$ cat config.mk
export PLATFORM = sky130hd
export DESIGN_NAME = parking_lot_ctrl_flat
export DESIGN_NICKNAME = d
export VERILOG_FILES = /design/src/rtl/parking_pkg.sv /design/src/rtl/parking_lot_ctrl_if.sv /design/src/rtl/seg7_decoder.sv /design/src/rtl/parking_lot_ctrl.sv /design/src/flat_wrapper.sv
export SDC_FILE = /design/constraint.sdc
export NUM_CORES = 1
export LEC_CHECK = 0
export ABC_AREA = 1
export CAP_MARGIN = 20
export CORE_ASPECT_RATIO = 1.25
export CORE_MARGIN = 2
export CORE_UTILIZATION = 50
export CTS_CLUSTER_DIAMETER = 100
export DETAILED_ROUTE_END_ITERATION = 16
export HOLD_SLACK_MARGIN = 0.12
export PLACE_DENSITY = 0.7
export SYNTH_ARGS = -nofsm -noshare
export SYNTH_HDL_FRONTEND = slang
export SYNTH_SLANG_ARGS = --single-unit
$ cat constraint.sdc
create_clock -name clock -period 2.4 [get_ports clock]
set_input_delay 0.48 -clock clock [delete_from_list [all_inputs] [get_ports clock]]
set_output_delay 0.48 -clock clock [all_outputs]
set_load 0.02 [all_outputs]
$ cat src/rtl/parking_pkg.sv
`default_nettype none
// ============================================================================
// Module      : parking_pkg
// Description : Shared definitions for the parking subsystem.
//               - Entry and exit FSM state encodings.
//               - Active-low 7-segment hex table, {g,f,e,d,c,b,a} ordering.
//               - DASH glyph shown when the value cannot fit a hex digit.
// Revision    : 1.0 - initial release
// ============================================================================
package parking_pkg;

  // Entry lane FSM
  localparam logic [1:0] E_IDLE = 2'd0;
  localparam logic [1:0] E_PW   = 2'd1;
  localparam logic [1:0] E_OPEN = 2'd2;
  localparam logic [1:0] E_LOCK = 2'd3;

  // Exit lane FSM
  localparam logic [0:0] X_IDLE = 1'b0;
  localparam logic [0:0] X_OPEN = 1'b1;

  // Only segment g lit (active-low)
  localparam logic [6:0] DASH = 7'b0111111;

  // Active-low hex glyphs, bit 0 = segment a
  function automatic logic [6:0] seg7_hex(input logic [3:0] value);
    logic [6:0] seg;
    case (value)
      4'h0:    seg = 7'b1000000;
      4'h1:    seg = 7'b1111001;
      4'h2:    seg = 7'b0100100;
      4'h3:    seg = 7'b0110000;
      4'h4:    seg = 7'b0011001;
      4'h5:    seg = 7'b0010010;
      4'h6:    seg = 7'b0000010;
      4'h7:    seg = 7'b1111000;
      4'h8:    seg = 7'b0000000;
      4'h9:    seg = 7'b0010000;
      4'hA:    seg = 7'b0001000;
      4'hB:    seg = 7'b0000011;
      4'hC:    seg = 7'b1000110;
      4'hD:    seg = 7'b0100001;
      4'hE:    seg = 7'b0000110;
      default: seg = 7'b0001110;
    endcase
    return seg;
  endfunction

  function automatic int max2(input int a, input int b);
    return (a > b) ? a : b;
  endfunction

endpackage
`default_nettype wire

$ cat src/rtl/parking_lot_ctrl_if.sv
`default_nettype none
// ============================================================================
// Module      : parking_lot_ctrl_if
// Description : Sensor, keypad and status bundle of the parking controller.
//               master : environment side (drives sensors and keypad)
//               slave  : controller side (drives gates, counters, display)
//               Signals: entrance_sensor, exit_sensor, pw_data[PW_W],
//               pw_valid, entrance_gate, exit_gate, occupancy[OCC_W],
//               lot_full, pw_error, lockout, display[7]
// Revision    : 1.0 - initial release
// ============================================================================
interface parking_lot_ctrl_if #(
  parameter int PW_W     = 4,
  parameter int CAPACITY = 8
);
  localparam int OCC_W = $clog2(CAPACITY + 1);

  logic             entrance_sensor;
  logic             exit_sensor;
  logic [PW_W-1:0]  pw_data;
  logic             pw_valid;
  logic             entrance_gate;
  logic             exit_gate;
  logic [OCC_W-1:0] occupancy;
  logic             lot_full;
  logic             pw_error;
  logic             lockout;
  logic [6:0]       display;

  modport master (
    output entrance_sensor, exit_sensor, pw_data, pw_valid,
    input  entrance_gate, exit_gate, occupancy, lot_full, pw_error,
           lockout, display
  );

  modport slave (
    input  entrance_sensor, exit_sensor, pw_data, pw_valid,
    output entrance_gate, exit_gate, occupancy, lot_full, pw_error,
           lockout, display
  );

endinterface
`default_nettype wire

$ cat src/rtl/seg7_decoder.sv
`default_nettype none
// ============================================================================
// Module      : seg7_decoder
// Description : 4-bit value to active-low 7-segment glyph {g,f,e,d,c,b,a}.
//               i_value    : hex digit to show
//               i_overflow : value exceeds one digit, show a dash instead
//               o_seg      : active-low segment drive
// Revision    : 1.0 - initial release
// ============================================================================
module seg7_decoder
  import parking_pkg::*;
(
  input  wire logic [3:0] i_value,
  input  wire logic       i_overflow,
  output logic      [6:0] o_seg
);

  assign o_seg = i_overflow ? DASH : seg7_hex(i_value);

endmodule
`default_nettype wire

$ cat src/rtl/parking_lot_ctrl.sv
`default_nettype none
// ============================================================================
// Module      : parking_lot_ctrl
// Description : Parking lot controller: password-guarded entrance lane, free
//               exit lane, occupancy counter and free-slot 7-seg display.
//               clock, reset (async, active-high) plain ports; all lane and
//               status signals travel on bus (parking_lot_ctrl_if.slave).
//               Optional macro PARKING_LOCKOUT_EN: after MAX_TRIES wrong
//               codes the entrance is locked for LOCKOUT_CYCLES cycles.
//               Without it retries are unlimited and lockout is held at 0.
// Revision    : 1.0 - initial release
// ============================================================================
module parking_lot_ctrl
  import parking_pkg::*;
#(
  parameter int              CAPACITY       = 8,
  parameter int              PW_W           = 4,
  parameter logic [PW_W-1:0] PASSWORD       = 4'b1101,
  parameter int              TIMEOUT        = 10000,
  parameter int              GATE_HOLD      = 500,
  parameter int              MAX_TRIES      = 3,
  parameter int              LOCKOUT_CYCLES = 50000
) (
  input  wire logic          clock,
  input  wire logic          reset,
  parking_lot_ctrl_if.slave  bus
);

  localparam int OCC_W = $clog2(CAPACITY + 1);
  // The entry timer spans every interval and count the entry lane can hold,
  // so its width is the same whether or not lockout is built in.
  localparam int TMR_MAX = max2(max2(TIMEOUT, GATE_HOLD),
                                max2(LOCKOUT_CYCLES, MAX_TRIES));
  localparam int TMR_W   = $clog2(TMR_MAX + 1);
  localparam int XTMR_W  = $clog2(GATE_HOLD + 1);

  logic [1:0]        r_e_state;
  logic [1:0]        w_e_next;
  logic [TMR_W-1:0]  r_e_tmr;
  logic [0:0]        r_x_state;
  logic [0:0]        w_x_next;
  logic [XTMR_W-1:0] r_x_tmr;

  logic              r_ent_q;
  logic              r_ext_q;
  logic              w_ent_fall;
  logic              w_ext_fall;

  logic [OCC_W-1:0]  r_occ;
  logic [OCC_W-1:0]  w_occ_next;
  logic              w_inc;
  logic              w_dec;

  logic              w_pw_match;
  logic              w_pw_err;

  logic              r_ent_gate;
  logic              r_ext_gate;
  logic              r_lot_full;
  logic              r_pw_err;

  logic [7:0]        w_free;

  // --------------------------------------------------------------------------
  // Sensor edge detection
  // --------------------------------------------------------------------------
  always_ff @(posedge clock or posedge reset) begin
    if (reset) begin
      r_ent_q <= 1'b0;
      r_ext_q <= 1'b0;
    end else begin
      r_ent_q <= bus.entrance_sensor;
      r_ext_q <= bus.exit_sensor;
    end
  end

  assign w_ent_fall = r_ent_q & ~bus.entrance_sensor;
  assign w_ext_fall = r_ext_q & ~bus.exit_sensor;

  assign w_pw_match = (bus.pw_data == PASSWORD);
  assign w_pw_err   = (r_e_state == E_PW) && bus.pw_valid && !w_pw_match;

  // --------------------------------------------------------------------------
  // Wrong-try counter
  // --------------------------------------------------------------------------
`ifdef PARKING_LOCKOUT_EN
  localparam int TRY_W = $clog2(MAX_TRIES + 1);

  logic [TRY_W-1:0] r_tries;
  logic             r_lockout;

  always_ff @(posedge clock or posedge reset) begin
    if (reset) begin
      r_tries <= '0;
    end else if ((r_e_state == E_PW) && bus.pw_valid && w_pw_match) begin
      r_tries <= '0;
    end else if ((r_e_state == E_LOCK) && (w_e_next == E_IDLE)) begin
      r_tries <= '0;
    end else if (w_pw_err) begin
      r_tries <= r_tries + TRY_W'(1);
    end
  end

  always_ff @(posedge clock or posedge reset) begin
    if (reset) begin
      r_lockout <= 1'b0;
    end else begin
      r_lockout <= (w_e_next == E_LOCK);
    end
  end

  assign bus.lockout = r_lockout;
`else
  assign bus.lockout = 1'b0;
`endif

  // --------------------------------------------------------------------------
  // Entry FSM
  // --------------------------------------------------------------------------
  always_comb begin
    w_e_next = r_e_state;
    w_inc    = 1'b0;
    case (r_e_state)
      E_IDLE: begin
        if (bus.entrance_sensor && !r_lot_full) begin
          w_e_next = E_PW;
        end
      end
      E_PW: begin
        // A correct code on the final timeout cycle still opens the gate.
        if (bus.pw_valid && w_pw_match) begin
          w_e_next = E_OPEN;
`ifdef PARKING_LOCKOUT_EN
        end else if (bus.pw_valid && (r_tries == TRY_W'(MAX_TRIES - 1))) begin
          w_e_next = E_LOCK;
`endif
        end else if (r_e_tmr == TMR_W'(TIMEOUT - 1)) begin
          w_e_next = E_IDLE;
        end
      end
      E_OPEN: begin
        if (w_ent_fall) begin
          w_inc    = 1'b1;
          w_e_next = E_IDLE;
        end else if (r_e_tmr == TMR_W'(GATE_HOLD - 1)) begin
          w_e_next = E_IDLE;
        end
      end
`ifdef PARKING_LOCKOUT_EN
      E_LOCK: begin
        if (r_e_tmr == TMR_W'(LOCKOUT_CYCLES - 1)) begin
          w_e_next = E_IDLE;
        end
      end
`endif
      default: w_e_next = E_IDLE;
    endcase
  end

  // Timer restarts at zero on every state change and rests in E_IDLE.
  always_ff @(posedge clock or posedge reset) begin
    if (reset) begin
      r_e_state <= E_IDLE;
      r_e_tmr   <= '0;
    end else begin
      r_e_state <= w_e_next;
      if ((w_e_next != r_e_state) || (r_e_state == E_IDLE)) begin
        r_e_tmr <= '0;
      end else begin
        r_e_tmr <= r_e_tmr + TMR_W'(1);
      end
    end
  end

  // --------------------------------------------------------------------------
  // Exit FSM
  // --------------------------------------------------------------------------
  always_comb begin
    w_x_next = r_x_state;
    w_dec    = 1'b0;
    case (r_x_state)
      X_IDLE: begin
        if (bus.exit_sensor && (r_occ != '0)) begin
          w_x_next = X_OPEN;
        end
      end
      X_OPEN: begin
        if (w_ext_fall) begin
          w_dec    = 1'b1;
          w_x_next = X_IDLE;
        end else if (r_x_tmr == XTMR_W'(GATE_HOLD - 1)) begin
          w_x_next = X_IDLE;
        end
      end
      default: w_x_next = X_IDLE;
    endcase
  end

  always_ff @(posedge clock or posedge reset) begin
    if (reset) begin
      r_x_state <= X_IDLE;
      r_x_tmr   <= '0;
    end else begin
      r_x_state <= w_x_next;
      if ((w_x_next != r_x_state) || (r_x_state == X_IDLE)) begin
        r_x_tmr <= '0;
      end else begin
        r_x_tmr <= r_x_tmr + XTMR_W'(1);
      end
    end
  end

  // --------------------------------------------------------------------------
  // Occupancy: simultaneous in/out cancels, saturates at both ends
  // --------------------------------------------------------------------------
  always_comb begin
    w_occ_next = r_occ;
    if (w_inc && !w_dec && (r_occ != OCC_W'(CAPACITY))) begin
      w_occ_next = r_occ + OCC_W'(1);
    end else if (w_dec && !w_inc && (r_occ != '0)) begin
      w_occ_next = r_occ - OCC_W'(1);
    end
  end

  // --------------------------------------------------------------------------
  // Registered outputs, loaded from next-state values so they line up with
  // the state they describe
  // --------------------------------------------------------------------------
  always_ff @(posedge clock or posedge reset) begin
    if (reset) begin
      r_occ      <= '0;
      r_lot_full <= 1'b0;
      r_ent_gate <= 1'b0;
      r_ext_gate <= 1'b0;
      r_pw_err   <= 1'b0;
    end else begin
      r_occ      <= w_occ_next;
      r_lot_full <= (w_occ_next == OCC_W'(CAPACITY));
      r_ent_gate <= (w_e_next == E_OPEN);
      r_ext_gate <= (w_x_next == X_OPEN);
      r_pw_err   <= w_pw_err;
    end
  end

  assign bus.occupancy     = r_occ;
  assign bus.lot_full      = r_lot_full;
  assign bus.entrance_gate = r_ent_gate;
  assign bus.exit_gate     = r_ext_gate;
  assign bus.pw_error      = r_pw_err;

  // --------------------------------------------------------------------------
  // Free-slot display
  // --------------------------------------------------------------------------
  assign w_free = 8'(CAPACITY) - 8'(r_occ);

  seg7_decoder u_seg7 (
    .i_value    (w_free[3:0]),
    .i_overflow (|w_free[7:4]),
    .o_seg      (bus.display)
  );

endmodule
`default_nettype wire

$ cat src/flat_wrapper.sv
// flat-port wrapper written by rule: the top's interface ports become plain ports
module parking_lot_ctrl_flat import parking_pkg::*;
#(
  parameter int              CAPACITY       = 8,
  parameter int              PW_W           = 4,
  parameter logic [PW_W-1:0] PASSWORD       = 4'b1101,
  parameter int              TIMEOUT        = 10000,
  parameter int              GATE_HOLD      = 500,
  parameter int              MAX_TRIES      = 3,
  parameter int              LOCKOUT_CYCLES = 50000
)
  (clock, reset, bus_entrance_sensor, bus_exit_sensor, bus_pw_data, bus_pw_valid, bus_entrance_gate, bus_exit_gate, bus_occupancy, bus_lot_full, bus_pw_error, bus_lockout, bus_display);
  parking_lot_ctrl_if #(.PW_W(PW_W), .CAPACITY(CAPACITY)) bus_i ();
  input  wire logic clock;
  input  wire logic reset;
  input wire logic [$bits(bus_i.entrance_sensor)-1:0] bus_entrance_sensor;
  input wire logic [$bits(bus_i.exit_sensor)-1:0] bus_exit_sensor;
  input wire logic [$bits(bus_i.pw_data)-1:0] bus_pw_data;
  input wire logic [$bits(bus_i.pw_valid)-1:0] bus_pw_valid;
  output wire logic [$bits(bus_i.entrance_gate)-1:0] bus_entrance_gate;
  output wire logic [$bits(bus_i.exit_gate)-1:0] bus_exit_gate;
  output wire logic [$bits(bus_i.occupancy)-1:0] bus_occupancy;
  output wire logic [$bits(bus_i.lot_full)-1:0] bus_lot_full;
  output wire logic [$bits(bus_i.pw_error)-1:0] bus_pw_error;
  output wire logic [$bits(bus_i.lockout)-1:0] bus_lockout;
  output wire logic [$bits(bus_i.display)-1:0] bus_display;
  assign bus_i.entrance_sensor = bus_entrance_sensor;
  assign bus_i.exit_sensor = bus_exit_sensor;
  assign bus_i.pw_data = bus_pw_data;
  assign bus_i.pw_valid = bus_pw_valid;
  assign bus_entrance_gate = bus_i.entrance_gate;
  assign bus_exit_gate = bus_i.exit_gate;
  assign bus_occupancy = bus_i.occupancy;
  assign bus_lot_full = bus_i.lot_full;
  assign bus_pw_error = bus_i.pw_error;
  assign bus_lockout = bus_i.lockout;
  assign bus_display = bus_i.display;
  parking_lot_ctrl #(.CAPACITY(CAPACITY), .PW_W(PW_W), .PASSWORD(PASSWORD), .TIMEOUT(TIMEOUT), .GATE_HOLD(GATE_HOLD), .MAX_TRIES(MAX_TRIES), .LOCKOUT_CYCLES(LOCKOUT_CYCLES)) u_core (.clock(clock), .reset(reset), .bus(bus_i));
endmodule
# Word-level counts from Yosys, hierarchy flattened
# Memory sizes are Yosys's and may differ from the RTL's.
# Cells that the tools add are included.
# word_totals
mem_bits_ro	112
latch_bits	0
inputBits	9
ram_bits	0
n_memories	1
ff_bits	37
# classes
mul	0
add_sub_neg	5
n_lt_le_gt_ge	0
n_eq_ne	11
shift	0
mux	19
bitwise	5
reduce_logical	18
n_div	0
# memory_table
name	words	word_bits	rd	rd_ports_with_merged_regs	wr	line	source
(no name shown)	16	7	1	0	0	parking_pkg.sv:28	case (value)
# ops
operator	n
adder 16 x 1 -> 16 bit, second input constant	1
== test 16 x 14 -> 1 bit, second input constant	1
== test 16 x 9 -> 1 bit, second input constant	1
2-to-1 mux 16 bit	1
2-to-1 mux 2 bit	5
adder 9 x 1 -> 9 bit, second input constant	1
== test 9 bit, second input constant	1
logical AND 1 bit	9
2-to-1 mux 9 bit	1
== test 4 bit, second input constant	2
2-to-1 mux 4 bit	2
2-to-1 mux 1 bit	7
2-to-1 mux 7 bit	1
case mux 2 bit (3 select lines)	1
subtractor 4 x 4 -> 5 bit, first input constant	1
adder 4 x 1 -> 4 bit, second input constant	1
== test 2 bit, second input constant	2
zero test 1 bit	4
!= test 4 bit, second input constant	1
nonzero test 4 bit	1
OR reduction 4 bit	1
subtractor 4 x 1 -> 4 bit, second input constant	1
inverter 1 bit	3
AND 1 bit	2
6 further kinds	7

# Logic depth before layout (Yosys ltp)
# logic_depth
depth_word	10
mapped_depth	11
depth_no_buf	11

# Hierarchy
# Synthesis repeated with hierarchy kept, for this count alone.
# hier_totals
cells_unflattened	302
area_unflattened_um2	2314.7
# modules_own_cells
mod	n_inst	cells_each	area_per_inst_um2
parking_lot_ctrl	1	247	1996.9
seg7_decoder	1	55	317.8

# Least setup slack after synthesis
# No wires, ideal clock.
# synth_path
path_type	reg2out
start	register u_core.r_occ[0], in the netlist u_core.bus.occupancy[0]
end	output bus_display[6]
arrival_time_ps	2126
path_buffers	1
required_time_ps	1920
path_stages_with_launch	9
slack_ps	-206
path_cell_list	dfrtp_1 inv_1 ha_1 ha_1 clkbuf_1 inv_1 o21ai_0 o21ai_0 nor2_1
# synth_between
elab_chain_len	3
elab_cells_between_ends	4
classes_between	1 x add/sub; 1 x mux; 1 x reduce/logical; 1 x memory
# synth_rtl
item	line	source
start: declaration	parking_lot_ctrl.sv:49	logic [OCC_W-1:0] r_occ;
start signal: assignment	parking_lot_ctrl.sv:237	r_occ <= w_occ_next;
subtractor 4 x 4 -> 5 bit (*)	parking_lot_ctrl.sv:254	assign w_free = 8'(CAPACITY) - 8'(r_occ);
memory read (16 x 7 bit) or OR reduction 4 bit (tied branches)	n/a	
2-to-1 mux 7 bit (*)	seg7_decoder.sv:18	assign o_seg = i_overflow ? DASH : seg7_hex(i_value);
end: declaration	flat_wrapper.sv:26	output wire logic [$bits(bus_i.display)-1:0] bus_display;
# Mark *: on every way between the ends. The rest lies on a longest branch, timed or not.

# Final worst setup path
# layout_path
start	register u_core.r_occ[0], in the netlist u_core.bus.occupancy[0]
end	output bus_display[3]
# The elaborated chain is that of the path after synthesis.

==> results.cfg <==
[run_status]
status = completed

[placement]
numPortBuffers = 23
pre_cts_ws_ps = -75.51
routabilityCongestion = 0.8515
dp_hpwl_mm = 3.021

[cts]
clockBufferDepth = 2
cts_tree = done
cts_setup_buffers = 0
cts_sinks = 37
clkLatencyLatePin_ps = 290
cts_made_buffers = 5
h-tree-depth = 2
path_clk_slew_ps = 80
cts_hold_buf = 0
cts_root_buffer = clkbuf_8

[yosys]
synth_cells = 276
synthesis.area_um2 = 2228
ys_types = 31
synth_compound_area_frac = 0.04099
yosys-mux-area-fraction = 0
ys.warnings.count = 0
avgSynthCellArea_um2 = 8.074
synth.area.top_cells = dfrtp_1 42%, nand2_1 7.7%, nand3_1 6.7%
yosys.area_share.simple = 0.3397
synth_fp_nets = 294
synth_top_cell_by_area = dfrtp_1
synth_xor_area_frac = 0.06682
seq_area_frac_synth = 0.4155
synth_top_family_by_area = simple AND/OR/NAND/NOR gates
ys_seq_elements = 37
synthAdderAreaFrac = 0.05053
synth_top_area_frac = 0.4155

[floorplan]
dieHeight_um = 78.64
dieArea_um2 = 5010
chipWidth_um = 63.71
core_region_area_um2 = 4358
rows = 27
ioPinCount = 25
start_util = 0.5113

[finish]
utilization = 0.6299
layout.area.seq_um2 = 928.4
fillers = 383
drive_above_1_share = 0.2038
diodes = 0
area_growth_pct = 23.19
final_nets = 331
multiInputGateArea_um2 = 1155

[power_and_ir_drop]
p_int_uw = 1804
sequentialPowerShare = 0.272
leakagePower_uw = 0.001319
pwr-share-clk = 0.209
power_per_cell_area_nw_per_um2 = 1120
max-vdd-ir-drop_mv = 0.4906
switching_share = 0.4131
p_switching_uw = 1270
p_comb_frac = 0.519

[routing]
drc = 0
wirelength_mm = 4.096
via_per_inst = 4.895
wire_per_inst_um = 11.01
drtIter0Drc = 46
vias = 1821
antenna_left = 0
drt_pre_antenna_iters = 4

[flow_run]
drv_cap = 0

[global_routing]
grt_pass1_vias = 1818
grt_max_degree = 38
grt_pass1_wl_mm = 7.569
grt-ovfl-total = 0
grt_usage = 0.1880
antenna_found_initial = 0

[timing]
finalHoldViolations = 0
fin_ws_ps = 102.9
finClkSkew_ps = 6.877
drv_slew = 0
max_freq_mhz = 435.3
finalCritPeriodShare = 0.9571
setup_violations = 0
period_minus_slack_ps = 2297

[hold_path]
holdCritStartpoint = u_core.bus.lot_full
min_path_type = reg -> reg

[worst_setup_path]
worstSetupStartpointType = flop
cp.required_ps = 1920
worstPathMaxFanout = 5
worstPathArrival_ps = 1820
end_kind = primary output
r2r-start = u_core.bus.occupancy[0]
cp-startpoint = u_core.bus.occupancy[0]
path_class = reg -> out
worst paths after layout:
| kind | to | slack (ps) | depth (start not counted) |
|---|---|---|---|
| worst max register to register | u_core.bus.lot_full | 870 | 11 |
| worst max-delay path | bus_display[3] | 100 | 9 |
| max in group asynchronous | u_core.bus.occupancy[1] | 1470 | 3 |
| worst min register to register | u_core.r_e_state[0] | 460 | 1 |
| min in group asynchronous | u_core.r_x_tmr[6] | 580 | 3 |
| worst min-delay path | u_core.r_e_state[0] | 460 | 1 |
worst max-delay path, stage by stage (launching register included):
cell and delay, ps:
dfrtp_2 420, inv_2 70, ha_4 140, ha_4 200, buf_6 120, nand2_2 60, nor2_1 60, a21oi_2 160
nand4_1 130, buf_4 180
repair_timing:
item	in CTS	in global routing
gates resized for setup	29	10
pin swaps	0	2
endpoints found under the setup margin	7	7
gates cloned	0	0
metal layers:
layer / vias to the layer above / track usage / wire length, um
met4: 0 / 0.07391 / 78
met2: 28 / 0.3337 / 2119
met5: - / 0 / 0
met3: 8 / 0.03725 / 108
li1: 958 / - / -
met1: 827 / 0.2213 / 1789
stage by stage:
stage	total power [uW]	hold slack [ps]	cell area [um^2]	std cells	setup TNS [ps]
6_report	3074	455.3	2745	372	0
5_1_grt	3344	470.6	2745	372	-20.26
4_1_cts	3023	461.9	2706	372	0
3_5_place_dp	2453	455.0	2585	364	-254.5
3_3_place_gp	2432	448.5	2585	364	-27.74
2_1_floorplan	1825	429.3	2235	276	0
registers in the layout (all words and copies together) (netlist names):
signal and flops:
u_core.r_ext_q 1, u_core.r_e_tmr 16, u_core.bus.entrance_gate 1, u_core.bus.lot_full 1
u_core.bus.occupancy 4, u_core.r_x_state 1, u_core.r_ent_q 1, u_core.r_x_tmr 9
u_core.r_e_state 2, u_core.bus.pw_error 1
Yosys cell counts, drive strengths merged:
cell / count
nor2: 47
clkinv: 1
inv: 39
nand4: 6
o21ai: 5
clkbuf: 1
o211ai: 2
xor2: 12
o41ai: 1
ha: 9
buf: 3
conb: 1
nor3: 9
o31ai: 3
nand2: 50
dfrtp: 37
nor3b: 1
nand3: 35
a21oi: 4
xnor2: 5
and2: 1
and3: 3
nor4: 1
power by group through the flow:
stage	logic (uW)	clock network [uW]	registers, uW
5_1_grt	1800	692	854
2_1_floorplan	923	0	902
3_5_place_dp	1610	0	841
6_report	1590	644	836
4_1_cts	1530	665	830
3_3_place_gp	1600	0	837
cell usage in the layout (no fill, tap or decap), drive strengths merged:
master	Yosys	layout
o41ai	1	1
clkbuf	1	5
dfrtp	37	37
conb	1	1
clkdlybuf4s50	0	16
nor3b	1	1
ha	9	9
clkinv	1	1
bufinv	0	2
nor3	9	9
nand2	50	50
and3	3	3
buf	3	16
xor2	12	12
o211ai	2	2
nand4	6	6
nand3	35	35
nor4	1	1
a21oi	4	4
nor2	47	47
o31ai	3	3
clkdlybuf4s15	0	2
o21ai	5	5
and2	1	1
xnor2	5	5
inv	39	40
area by class of cell:
| class | instances | area share |
|---|---|---|
| multi-input cells | 195 | 0.4207 |
| well taps | 58 | 0.02644 |
| inverters | 40 | 0.05652 |
| repair buffers | 34 | 0.1080 |
| clock buffers | 5 | 0.02507 |
| flip-flops and latches | 37 | 0.3382 |
| clock inverters | 3 | 0.02507 |
logic make-up after synthesis:
kind of cell / Yosys count
AND/OR/NAND/NOR: 153
buffers and inverters: 44
flip-flops: 37
XOR/XNOR: 17
AO/OA/AOI/OAI: 15
adder cells (fa/ha/maj): 9
other: 1
(Power assumes the default switching activity.)
